File: config.mk
export PLATFORM = sky130hd
export DESIGN_NAME = wb_port_arb
export DESIGN_NICKNAME = d
export VERILOG_FILES = /design/src/rtl/wb_port_arb.sv
export SDC_FILE = /design/constraint.sdc
export NUM_CORES = 1
export LEC_CHECK = 0
export ABC_AREA = 1
export CAP_MARGIN = 40
export CORE_MARGIN = 4
export CORE_UTILIZATION = 44
export CTS_CLUSTER_DIAMETER = 60
export DETAILED_ROUTE_END_ITERATION = 10
export GPL_ROUTABILITY_DRIVEN = 0
export PLACE_DENSITY = 0.95
export SLEW_MARGIN = 15
export SYNTH_ARGS = -nofsm -noshare
export SYNTH_HDL_FRONTEND = slang
export SYNTH_SLANG_ARGS = --single-unit
File: constraint.sdc
create_clock -name clk -period 4.7 [get_ports clk]
set_input_delay 0.705 -clock clk [delete_from_list [all_inputs] [get_ports clk]]
set_output_delay 0.705 -clock clk [all_outputs]
set_load 0.005 [all_outputs]
File: src/rtl/wb_port_arb.sv
`default_nettype none
// ============================================================================
//  Module   : wb_port_arb
//  Purpose  : Round-robin arbiter for the single register-file write port,
//             shared by two writeback requesters (A = ALU/EX result path,
//             B = LSU load-return path). Accepted writes are registered and
//             presented to the register file one cycle after the handshake.
//  Ports    : clk, rst           - clock, synchronous active-high reset
//             stall              - write port unavailable; blocks all grants
//             a_valid/a_ready/a_rd/a_data - requester A handshake + payload
//             b_valid/b_ready/b_rd/b_data - requester B handshake + payload
//             rf_we/rf_waddr/rf_wdata     - registered write command
//             conflict_cnt       - saturating count of contended cycles
//  Revision : 1.0 - initial release
// ============================================================================
module wb_port_arb #(
   parameter int DW      = 32,
   parameter int AW      = 5,
   parameter bit DROP_X0 = 1'b1
) (
   input  logic          clk,
   input  logic          rst,
   input  logic          stall,
   input  logic          a_valid,
   output logic          a_ready,
   input  logic [AW-1:0] a_rd,
   input  logic [DW-1:0] a_data,
   input  logic          b_valid,
   output logic          b_ready,
   input  logic [AW-1:0] b_rd,
   input  logic [DW-1:0] b_data,
   output logic          rf_we,
   output logic [AW-1:0] rf_waddr,
   output logic [DW-1:0] rf_wdata,
   output logic [15:0]   conflict_cnt
);

   localparam logic       PRIO_A  = 1'b0;
   localparam logic       PRIO_B  = 1'b1;
   localparam logic [15:0] CNT_MAX = 16'hFFFF;

   logic          prio;
   logic          a_xfer;
   logic          b_xfer;
   logic          conflict;
   logic [AW-1:0] sel_rd;
   logic [DW-1:0] sel_data;

   // A requester only loses when B is also valid and holds priority; the
   // reset term keeps both readies low during a reset cycle so nothing is
   // accepted that the reset would immediately discard.
   always_comb begin
      a_ready  = ~rst & ~stall & a_valid & (~b_valid | (prio == PRIO_A));
      b_ready  = ~rst & ~stall & b_valid & (~a_valid | (prio == PRIO_B));
      a_xfer   = a_valid & a_ready;
      b_xfer   = b_valid & b_ready;
      conflict = a_valid & b_valid & ~stall;
      sel_rd   = b_xfer ? b_rd   : a_rd;
      sel_data = b_xfer ? b_data : a_data;
   end

   always_ff @(posedge clk) begin
      if (rst) begin
         rf_we        <= 1'b0;
         rf_waddr     <= '0;
         rf_wdata     <= '0;
         prio         <= PRIO_A;
         conflict_cnt <= '0;
      end else begin
         rf_we <= 1'b0;
         if (a_xfer || b_xfer) begin
            // Writes to x0 are still consumed and logged in addr/data,
            // only the enable is suppressed.
            rf_we    <= ~(DROP_X0 && (sel_rd == '0));
            rf_waddr <= sel_rd;
            rf_wdata <= sel_data;
            // The requester just served yields on the next conflict.
            prio     <= a_xfer ? PRIO_B : PRIO_A;
         end
         if (conflict && (conflict_cnt != CNT_MAX)) begin
            conflict_cnt <= conflict_cnt + 16'd1;
         end
      end
   end

endmodule
`default_nettype wire

==> summary.md, run 1 <==
| Metric | Value |
|---|---|
| Placed Instances | `624` |
| Ant. Diodes | `0` |
| Final worst-path cycle share | `74.1%` |
| Outcome | `finished clean` |
| Buf/Inv on CP | `4` |
| Total Routing Usage GR | `21.6%` |
| CTS clk-pin slew, worst paths | `100 ps` |
| FMAX | `approximately 290 MHz` |
| Chip Height | `around 88 um` |
| CP peak stage delay | `620 ps` |
| Hold Path Stages | `2` |
| Final min period | `3480 ps` |
| # port buffers | `134` |
| Post-DP HPWL | `about 6.6 mm` |
| Die W | `88.1 um` |
| Worst-Margin Slew | `roughly 600 ps` |
| Clk_skew | `6.68 ps` |
| Class of the tightest hold or removal check | `reg2reg` |
| Cell Chain, Critical Path | `clkdlybuf4s50_1 -> buf_4 -> nor2_8 -> nand3_4 -> inv_2 -> clkdlybuf4s50_1` |
| PD cells | `between 200 and 250 mW/mm^2` |
| Max Cap Violations | `0` |
| Critical path endpoint | `b_ready` |
| GR Overflow Total | `0` |
| Worst R2R Start | `conflict_cnt[0]` |
| Critical path depth | `6` |
| Worst hold start | `rf_wdata[5]` |
| Largest net degree at the start of global routing | `32` |
| Met2 Resource Use GR | `between 30% and 40%` |
| VDD IR max | `0.000177 V` |
| Nets@finish | `636` |
| Antenna violations before repair | `0` |
| Final hold vios | `0` |
| GRT Max-Usage Layer | `met2` |
| Crit. Startpoint | `rst` |
| CTS sink cnt | `55` |
| Most common cell after layout, fill and taps aside | `nand2_1` |
| Post-CTS sizing | `0` |
| CTS buffer count | `5` |
| Req. time, crit path | `approximately 4000 ps` |
| Setup WS pre-CTS | `1200 ps` |
| Final worst setup slack | `1220 ps` |
| Net Count, Synth | `512` |
| FF+latch area | `0.00110 sq mm` |
| FF-to-FF path depth | `7` |
| FILL cells | `509` |
| H-tree Lvls | `2` |
| Layout cell share with drive strength beyond 1 | `3.77%` |
| Root Driver | `clkbuf_8` |
| Top Ports | `135` |
| Row Count | `28` |
| Met3 Use GR | `8.84%` |
| Commonest cells after routing, fill and taps aside | `nand2_1, clkdlybuf4s50_1, nand3_1` |
| Post-Syn Area | `approximately 0.0028 sq mm` |
| R2r endpoint | `conflict_cnt[11]` |
| Non-Filler Instances | `about 630` |
| TritonCTS clock tree | `built` |
| Multi-input gate area | `0.00141 sq mm` |
| CP max-delay cell | `clkdlybuf4s50_1` |
| Worst Setup Start Kind | `primary input` |
| Hold Buf Count CTS | `0` |
| Vias/cell | `5.01` |
| RSZ-0062 raised after global routing | `false` |
| CTS max path bufs | `2` |
| WL final | `around 8.5 mm` |
| Post-Syn Instances | `432` |
| Setup TNS | `0 ps` |
| Final setup viols | `0` |
| Arrival @ worst endpoint | `2780 ps` |
| Post-DRT Antenna Nets | `0` |
| DR iter-0 viols | `about 180` |
| Number of synthesized register bits | `55` |
| Yosys cell types | `25` |
| Slew Viols, Final | `0` |
| Pre-Repair DR Iteration Count | `4` |
| Area grow syn2layout | `52.1%` |
| Critical path class | `in2out` |
| Sequential area share after synthesis | `39.0%` |
| Crit end category | `output pin` |
| Grt met1 use | `22.7%` |
| Vias in the first global route | `about 3000` |
| Core Region | `~0.0061 sq mm` |
| Critical Path Fanout Max | `31` |
| Most used cell, CP | `clkdlybuf4s50_1` |
| Routed vias | `approximately 3200` |
| Post-CTS Repair Setup Buffers | `0` |
| Initial core utilization | `46.6%` |
| Global-route wire length before repair | `around 13 mm` |
| Die ar. | `0.00777 sq mm` |
| Clock latency on the worst-skew pair | `310 ps` |
| Worst path top cell family by delay | `buffers and inverters` |
| Yosys warning count | `0` |
| Leak Pwr | `0.00190 uW` |
| Avg WL per Cell | `13.4 um` |
| Rel. slew slack | `60.2%` |
| Residual DRC | `0` |
| Syn_area_per_cell | `6.54 sq um` |
| FF-to-FF setup slack | `between 2000 and 3000 ps` |
where the power goes:
part	total, uW	leakage (uW)	internal [uW]	switching (uW)
Sequential	496	0.000447	486	10.4
Clock	326	0.0000612	173	153
Combinational	194	0.00140	114	80.5
Total	1020	0.00190	772	244
worst reg2reg max path, delay by kind of cell, from the launching register on:
| kind | cells | cell delay, ps |
|---|---|---|
| and+or+nand+nor | 4 | 480 |
| AOI/OAI and AO/OA | 2 | 570 |
| DFF | 1 | 450 |
| adders and majority gates | 1 | 250 |
cell usage after synthesis:
library cell	n	area, sq um
a21oi_1	20	100
a31oi_1	2	12.5
buf_2	7	35.0
buf_4	7	52.6
clkbuf_1	4	15.0
clkbuf_8	1	13.8
dfxtp_1	55	1100
ha_1	1	12.5
inv_1	50	188
inv_2	3	11.3
nand2_1	148	556
nand2_2	2	12.5
nand3_1	66	330
nand3_2	1	10.0
nand3_4	2	35.0
nand4_1	7	43.8
nor2_1	27	101
nor2_4	1	11.3
nor2_8	1	20.0
nor3_1	2	10.0
o21ai_0	17	85.1
o21ai_2	1	8.76
o31ai_1	1	7.51
xnor2_1	2	17.5
xor2_1	4	35.0
per-layer routing:
metal / wire (um) / vias up
li1: - / 1612
met1: 2990 / 1398
met2: 4320 / 133
met3: 925 / 23
met4: 224 / 0
met5: 0 / -
sequential cells by signal, indices dropped and copies added, names as in the netlist:
| name | flops |
|---|---|
| rf_wdata | 32 |
| conflict_cnt | 16 |
| rf_waddr | 5 |
| prio | 1 |
| rf_we | 1 |
worst min-delay path by stage:
stage	end	slack, ps
2_1_floorplan	prio	460
3_3_place_gp	rf_wdata[6]	460
3_5_place_dp	rf_wdata[6]	470
4_1_cts	rf_wdata[5]	480
5_1_grt	rf_wdata[6]	510
6_report	rf_wdata[5]	470
per-stage QoR:
step / instance area, sq um / hold slack [ps] / util [%] / power (uW)
finish: 4300 / 475 / 70.9 / 1020
global route: 4300 / 505 / 70.9 / 1070
CTS: 4300 / 479 / 70.9 / 1030
detailed placement: 4180 / 465 / 69.0 / 702
global placement: 4150 / 458 / 68.5 / 693
floorplan: 2830 / 457 / - / 580
area by class of cell:
type / instances / area share (%)
Tap cell: 75 / 2.18
Multi-Input combinational cell: 305 / 32.8
Clock inverter: 2 / 0.815
Sequential cell: 55 / 25.6
Inverter: 53 / 4.63
Timing Repair Buffer: 136 / 32.0
Clock buffer: 6 / 1.92
cells by family (layout without fill, tap and decap cells):
logic type / after synthesis / count (layout) / share of synthesized area (%)
AO/OA/AOI/OAI: 41 / 41 / 7.57
adder cells (fa/ha/maj): 1 / 1 / 0.443
flip-flops: 55 / 55 / 39.0
buffers and inverters: 72 / 197 / 11.2
XOR/XNOR: 6 / 6 / 1.86
AND/OR/NAND/NOR: 257 / 257 / 40.0
(Power assumes the default switching activity.)
==> run 2: changes to the inputs <==
--- a/config.mk
+++ b/config.mk
@@ -8,11 +8,11 @@
 export ABC_AREA = 1
 export CAP_MARGIN = 40
 export CORE_MARGIN = 4
-export CORE_UTILIZATION = 44
+export CORE_UTILIZATION = 41
 export CTS_CLUSTER_DIAMETER = 60
 export DETAILED_ROUTE_END_ITERATION = 10
 export GPL_ROUTABILITY_DRIVEN = 0
-export PLACE_DENSITY = 0.95
+export PLACE_DENSITY = 0.91
 export SLEW_MARGIN = 15
 export SYNTH_ARGS = -nofsm -noshare
 export SYNTH_HDL_FRONTEND = slang
==> constraint.sdc (replaced) <==
create_clock -name clk -period 3.3 [get_ports clk]
set_input_delay 0.495 -clock clk [delete_from_list [all_inputs] [get_ports clk]]
set_output_delay 0.495 -clock clk [all_outputs]
set_load 0.005 [all_outputs]
==> run 2 against run 1 <==
Compared with the run above:
- register-to-register slack got worse by 1400 ps
- total power grew 36%
- utilization decreased by 5.4 points
- hold slack lost 4.7 ps
==> summary.md, run 2 (synthesized netlist as in run 1, its figures left out) <==
| Metric | Value |
|---|---|
| FILL cells | `605 (+19%)` |
| Root Driver | `clkbuf_8` |
| Post-CTS sizing | `0 (unchanged)` |
| Commonest cells after routing, fill and taps aside | `nand2_1, clkdlybuf4s50_1, nand3_1` |
| DR iter-0 viols | `135 (-24%)` |
| Chip Height | `91.0 um (+3.3%)` |
| RSZ-0062 raised after global routing | `false` |
| Antenna violations before repair | `0 (unchanged)` |
| Crit end category | `output pin` |
| CTS clk-pin slew, worst paths | `90 ps (about the same)` |
| Class of the tightest hold or removal check | `reg2reg` |
| Slew Viols, Final | `0 (unchanged)` |
| Grt met1 use | `23.5% (+0.78 points)` |
| Row Count | `29 (+3.6%)` |
| Met2 Resource Use GR | `35.9% (-2.9 points)` |
| Pre-Repair DR Iteration Count | `5 (+1)` |
| Core Region | `0.00653 sq mm (+7.8%)` |
| Vias in the first global route | `2965 (-2.7%)` |
| Most used cell, CP | `clkdlybuf4s50_1` |
| Avg WL per Cell | `13.4 um (+0.40%)` |
| Biggest regs | `rf_wdata (32), conflict_cnt (16), rf_waddr (5)` |
| Die W | `91.0 um (+3.3%)` |
| H-tree Lvls | `2 (unchanged)` |
| Final setup viols | `0 (unchanged)` |
| GR Overflow Total | `0 (unchanged)` |
| Setup TNS | `0 ps (unchanged)` |
| Vias/cell | `5.04 (+0.56%)` |
| Cell Chain, Critical Path | `clkdlybuf4s50_1 -> nand2_1 -> nand3_4 -> inv_2 -> clkdlybuf4s50_1` |
| Arrival @ worst endpoint | `2080 ps (-700 ps)` |
| Req. time, crit path | `2800 ps (-1190 ps)` |
| Ant. Diodes | `0 (unchanged)` |
| Top Ports | `135 (unchanged)` |
| Nets@finish | `638 (+0.31%)` |
| Final worst setup slack | `727 ps (-488 ps)` |
| Buf/Inv on CP | `3 (-1)` |
| Layout cell share with drive strength beyond 1 | `3.94% (+0.17 points)` |
| FMAX | `~400 MHz` |
| Final hold vios | `0 (unchanged)` |
| Final min period | `2570 ps` |
| Critical path class | `in2out` |
| Max Cap Violations | `0 (unchanged)` |
| Outcome | `finished clean` |
| Worst-Margin Slew | `571 ps (-25.5 ps)` |
| TritonCTS clock tree | `built` |
| CTS buffer count | `5 (unchanged)` |
| Biggest register | `rf_wdata` |
| Area grow syn2layout | `51.4%` |
| CTS max path bufs | `2 (unchanged)` |
| Met3 Use GR | `5.87% (-3.0 points)` |
| Clk_skew | `5.88 ps (-0.797 ps)` |
| Global-route wire length before repair | `13.8 mm (+3.2%)` |
| Final worst-path cycle share | `78.0%` |
| WL final | `8.55 mm (+1.0%)` |
| CP peak stage delay | `520 ps (-100 ps)` |
| Largest net degree at the start of global routing | `32 (unchanged)` |
| VDD IR max | `0.000157 V (-11%)` |
| PD cells | `323 mW/mm^2 (+37%)` |
| CTS sink cnt | `55 (unchanged)` |
| Post-CTS Repair Setup Buffers | `0 (unchanged)` |
| # port buffers | `134 (unchanged)` |
| Setup WS pre-CTS | `739 ps (-464 ps)` |
| GRT Max-Usage Layer | `met2` |
| Max reg flops | `32 (unchanged)` |
| Post-DRT Antenna Nets | `0 (unchanged)` |
| Post-DP HPWL | `6.64 mm (+1.1%)` |
| Leak Pwr | `0.00190 uW (-0.36%)` |
| Hold Buf Count CTS | `0 (unchanged)` |
| Total Routing Usage GR | `20.0% (-1.5 points)` |
| Rel. slew slack | `61.9% (+1.7 points)` |
| Routed vias | `3204 (+1.2%)` |
| Worst Setup Start Kind | `primary input` |
| Initial core utilization | `43.3% (-3.4 points)` |
| Critical Path Fanout Max | `18 (-42%)` |
| Worst path top cell family by delay | `buffers and inverters` |
| Die ar. | `0.00828 sq mm (+6.6%)` |
| Residual DRC | `0 (unchanged)` |
| CP max-delay cell | `clkdlybuf4s50_1` |
| Most common cell after layout, fill and taps aside | `nand2_1` |
| Clock latency on the worst-skew pair | `300 ps (about the same)` |
==> run 2: worst paths after layout <==
check        cells after the start              end  slack, ps            start
max reg2reg                      7  conflict_cnt[4]       1490  conflict_cnt[0]
min                              2      rf_wdata[6]        470      rf_wdata[6]
max                              5          b_ready        730          a_valid
min reg2reg                      2      rf_wdata[6]        470      rf_wdata[6]
==> run 2: report_power, final <==
part	leakage (uW)	switching [uW]	internal (uW)
Combinational	0.00140	116	161
Clock	0.0000515	207	192
Sequential	0.000447	15.1	691
==> run 2: worst register-to-register path, stage by stage (launching register included) <==
cell     delay [ps]
dfxtp_1         470
ha_1            250
nand2_1          70
nor2_1          160
nand2_1         130
o21ai_2         410
nand2_1         100
a21oi_1         160
==> run 2: layer usage <==
layer	vias to the layer above	routed length [um]
met5	-	0
met4	0	131
met3	12	785
met2	143	4310
met1	1434	3320
li1	1615	-
==> run 2: per-stage QoR <==
step	hold slack, ps	instance area, sq um	utilization [%]	power [uW]	std cells
floorplan	457	2830	-	826	432
global placement	451	4180	63.9	992	628
detailed placement	458	4180	63.9	1000	628
CTS	473	4280	65.5	1400	636
global route	504	4280	65.5	1450	636
finish	470	4280	65.5	1380	636
==> run 2: final cells by class <==
cell class	instances	area (sq um)	share of cell area [%]
flip-flops and latches	55	1100	25.7
repair buffers	138	1370	32.1
clock buffers	8	100	2.34
well taps	77	96.3	2.25
multi-input cells	305	1410	32.9
inverters	53	199	4.65
==> run 3: changes to the inputs <==
--- a/config.mk
+++ b/config.mk
@@ -8,11 +8,11 @@
 export ABC_AREA = 1
 export CAP_MARGIN = 40
 export CORE_MARGIN = 4
-export CORE_UTILIZATION = 41
+export CORE_UTILIZATION = 37
 export CTS_CLUSTER_DIAMETER = 60
 export DETAILED_ROUTE_END_ITERATION = 10
 export GPL_ROUTABILITY_DRIVEN = 0
-export PLACE_DENSITY = 0.91
+export PLACE_DENSITY = 0.87
 export SLEW_MARGIN = 15
 export SYNTH_ARGS = -nofsm -noshare
 export SYNTH_HDL_FRONTEND = slang
==> constraint.sdc (replaced) <==
create_clock -name clk -period 2.25 [get_ports clk]
set_input_delay 0.3375 -clock clk [delete_from_list [all_inputs] [get_ports clk]]
set_output_delay 0.3375 -clock clk [all_outputs]
set_load 0.005 [all_outputs]
==> run 3 against run 2 <==
Compared with the run above:
- wire length shrank 0.64%
- first-iteration DRC count decreased by 33%
- non-clock buffer count grew 4
- combinational power increased by 50%
- utilization fell by 6.2 points
- cell count rose by 3.9%
- worst setup slack lost 580 ps
- sequential cell count unchanged
- sequential power up 47%
- global-route usage is 1.6 points lower
- critical endpoint unchanged
- sequential share of layout area shrank 0.42 points
==> summary.md, run 3 (synthesized netlist as in run 1, its figures left out) <==
| Metric | Value |
|---|---|
| Outcome | `finished clean` |
| Core Region | `0.00733 sq mm (+12%)` |
| FMAX | `476 MHz` |
| Class of the tightest hold or removal check | `reg2reg` |
| Met2 Resource Use GR | `33.4% (-2.5 points)` |
| Max Cap Violations | `0 (unchanged)` |
| Internal power | `1500 uW (+44%)` |
| # port buffers | `134 (unchanged)` |
| Sequential power share | `52.1% (+1.0 points)` |
| Chip Height | `95.4 um (+4.8%)` |
| Most used cell, CP | `clkdlybuf4s50_1` |
| Ant. Diodes | `0 (unchanged)` |
| Crit end category | `output pin` |
| CTS clk-pin slew, worst paths | `90 ps (about the same)` |
| Max reg flops | `32 (unchanged)` |
| Routed vias | `3165 (-1.2%)` |
| Layout cell share with drive strength beyond 1 | `4.63% (+0.69 points)` |
| Critical Path Fanout Max | `4 (-14)` |
| Hold slack | `469 ps (-1.65 ps)` |
| Post-CTS Repair Setup Buffers | `0 (unchanged)` |
| Avg WL per Cell | `12.9 um (-4.4%)` |
| Multi-input gate area | `0.00141 sq mm (unchanged)` |
| Switching power | `484 uW (+43%)` |
| Residual DRC | `0 (unchanged)` |
| Slew Viols, Final | `0 (unchanged)` |
| Comb power frac | `20.9% (+0.9 points)` |
| VDD IR max | `0.000268 V (+70%)` |
| Worst-Margin Slew | `442 ps (-129 ps)` |
| Hold Buf Count CTS | `0 (unchanged)` |
| Clock latency on the worst-skew pair | `300 ps (about the same)` |
| Arrival @ worst endpoint | `1760 ps (-320 ps)` |
| CTS max path bufs | `2 (unchanged)` |
| WL final | `8.49 mm (-0.64%)` |
| Most common cell after layout, fill and taps aside | `nand2_1` |
| Post-DP HPWL | `6.52 mm (-1.7%)` |
| Sw Share | `24.4% (-0.078 points)` |
| Clk network pwr share | `27.0% (-1.9 points)` |
| TritonCTS clock tree | `built` |
| Worst Setup Start Kind | `primary input` |
| Final min period | `about 2100 ps` |
| FILL cells | `651 (+7.6%)` |
| Worst path top cell family by delay | `buffers and inverters` |
| Cell Chain, Critical Path | `clkdlybuf4s50_1 -> nand2_1 -> nand3_4 -> inv_2 -> clkdlybuf4s50_1` |
| Final setup viols | `0 (unchanged)` |
| CP max-delay cell | `clkdlybuf4s50_1` |
| Vias in the first global route | `3014 (+1.7%)` |
| Grt met1 use | `20.1% (-3.4 points)` |
| Post-CTS sizing | `0 (unchanged)` |
| Total Routing Usage GR | `18.5% (-1.6 points)` |
| Antenna violations before repair | `0 (unchanged)` |
| Critical path class | `in2out` |
| Die ar. | `0.00910 sq mm (+9.8%)` |
| Die W | `95.4 um (+4.8%)` |
| Biggest regs | `rf_wdata (32), conflict_cnt (16), rf_waddr (5)` |
| Leak Pwr | `0.00192 uW (+1.3%)` |
| Vias/cell | `4.79 (-5.0%)` |
| FF+latch area | `0.00110 sq mm (unchanged)` |
| CTS sink cnt | `55 (unchanged)` |
| Biggest register | `rf_wdata` |
| Buf/Inv on CP | `3 (unchanged)` |
| Setup TNS | `0 ps (unchanged)` |
| Area grow syn2layout | `53.9%` |
| CTS buffer count | `5 (unchanged)` |
| Pre-Repair DR Iteration Count | `6 (+1)` |
| GRT Max-Usage Layer | `met2` |
| Global-route wire length before repair | `13.4 mm (-2.2%)` |
| H-tree Lvls | `2 (unchanged)` |
| Clk_skew | `10.4 ps (+4.51 ps)` |
| GR Overflow Total | `0 (unchanged)` |
| Initial core utilization | `38.5% (-4.7 points)` |
| RSZ-0062 raised after global routing | `false` |
| PD cells | `457 mW/mm^2 (+41%)` |
| Root Driver | `clkbuf_8` |
| Met3 Use GR | `6.63% (+0.76 points)` |
| Final worst-path cycle share | `93.4%` |
| Nets@finish | `642 (+0.63%)` |
| Commonest cells after routing, fill and taps aside | `nand2_1, clkdlybuf4s50_1, nand3_1` |
| Largest net degree at the start of global routing | `40 (+25%)` |
| Row Count | `31 (+6.9%)` |
| Final hold vios | `0 (unchanged)` |
| Post-DRT Antenna Nets | `0 (unchanged)` |
| DR iter-0 viols | `90 (-33%)` |
| Top Ports | `135 (unchanged)` |
| CP peak stage delay | `550 ps (+30 ps)` |
| Req. time, crit path | `1910 ps (-890 ps)` |
| Rel. slew slack | `70.5% (+8.6 points)` |
## run 3: path summary, 6_finish.rpt
check                                     start               to  slack (ps)  cells past startpoint
worst max-delay path                    a_valid          b_ready         150                      5
worst min-delay path                rf_wdata[3]      rf_wdata[3]         470                      2
worst max register to register  conflict_cnt[0]  conflict_cnt[6]         380                      7
worst min register to register      rf_wdata[3]      rf_wdata[3]         470                      2
## run 3: worst register-to-register path: cells and delay by family (launching register included)
family,cells,cell delay [ps]
simple gates,4,540
fa+ha+maj,1,240
compound gates,2,570
flops,1,460
## run 3: stage by stage
| step | power [uW] | area, sq um | std cells | worst slack [ps] | utilization (%) |
|---|---|---|---|---|---|
| 5_1_grt | 2100 | 4350 | 661 | 65.9 | 59.3 |
| 2_1_floorplan | 1210 | 2830 | 432 | 708 | - |
| 3_3_place_gp | 1470 | 4260 | 654 | 145 | 58.1 |
| 6_report | 1990 | 4350 | 661 | 149 | 59.3 |
| 3_5_place_dp | 1480 | 4260 | 654 | 146 | 58.1 |
| 4_1_cts | 2020 | 4350 | 661 | 133 | 59.3 |
## run 3: per-layer routing
layer	vias to the layer above	share of wire [%]
li1	1619	-
met1	1412	38
met2	118	50
met3	16	9.9
met4	0	1.6
met5	-	0
## run 3: cell type report
cell class / instances / share of cell area [%]
Timing Repair Buffer: 142 / 32.8
Multi-Input combinational cell: 305 / 32.4
Sequential cell: 55 / 25.3
Inverter: 53 / 4.58
Tap cell: 99 / 2.85
Clock buffer: 6 / 1.90
Clock inverter: 1 / 0.115
## run 3: power groups by stage
stage | clock network, uW | registers (uW) | logic (uW)
2_1_floorplan | 0 | 1060 | 152
4_1_cts | 564 | 1040 | 420
6_report | 536 | 1040 | 415
3_5_place_dp | 0 | 1060 | 419
3_3_place_gp | 0 | 1060 | 412
5_1_grt | 603 | 1040 | 456
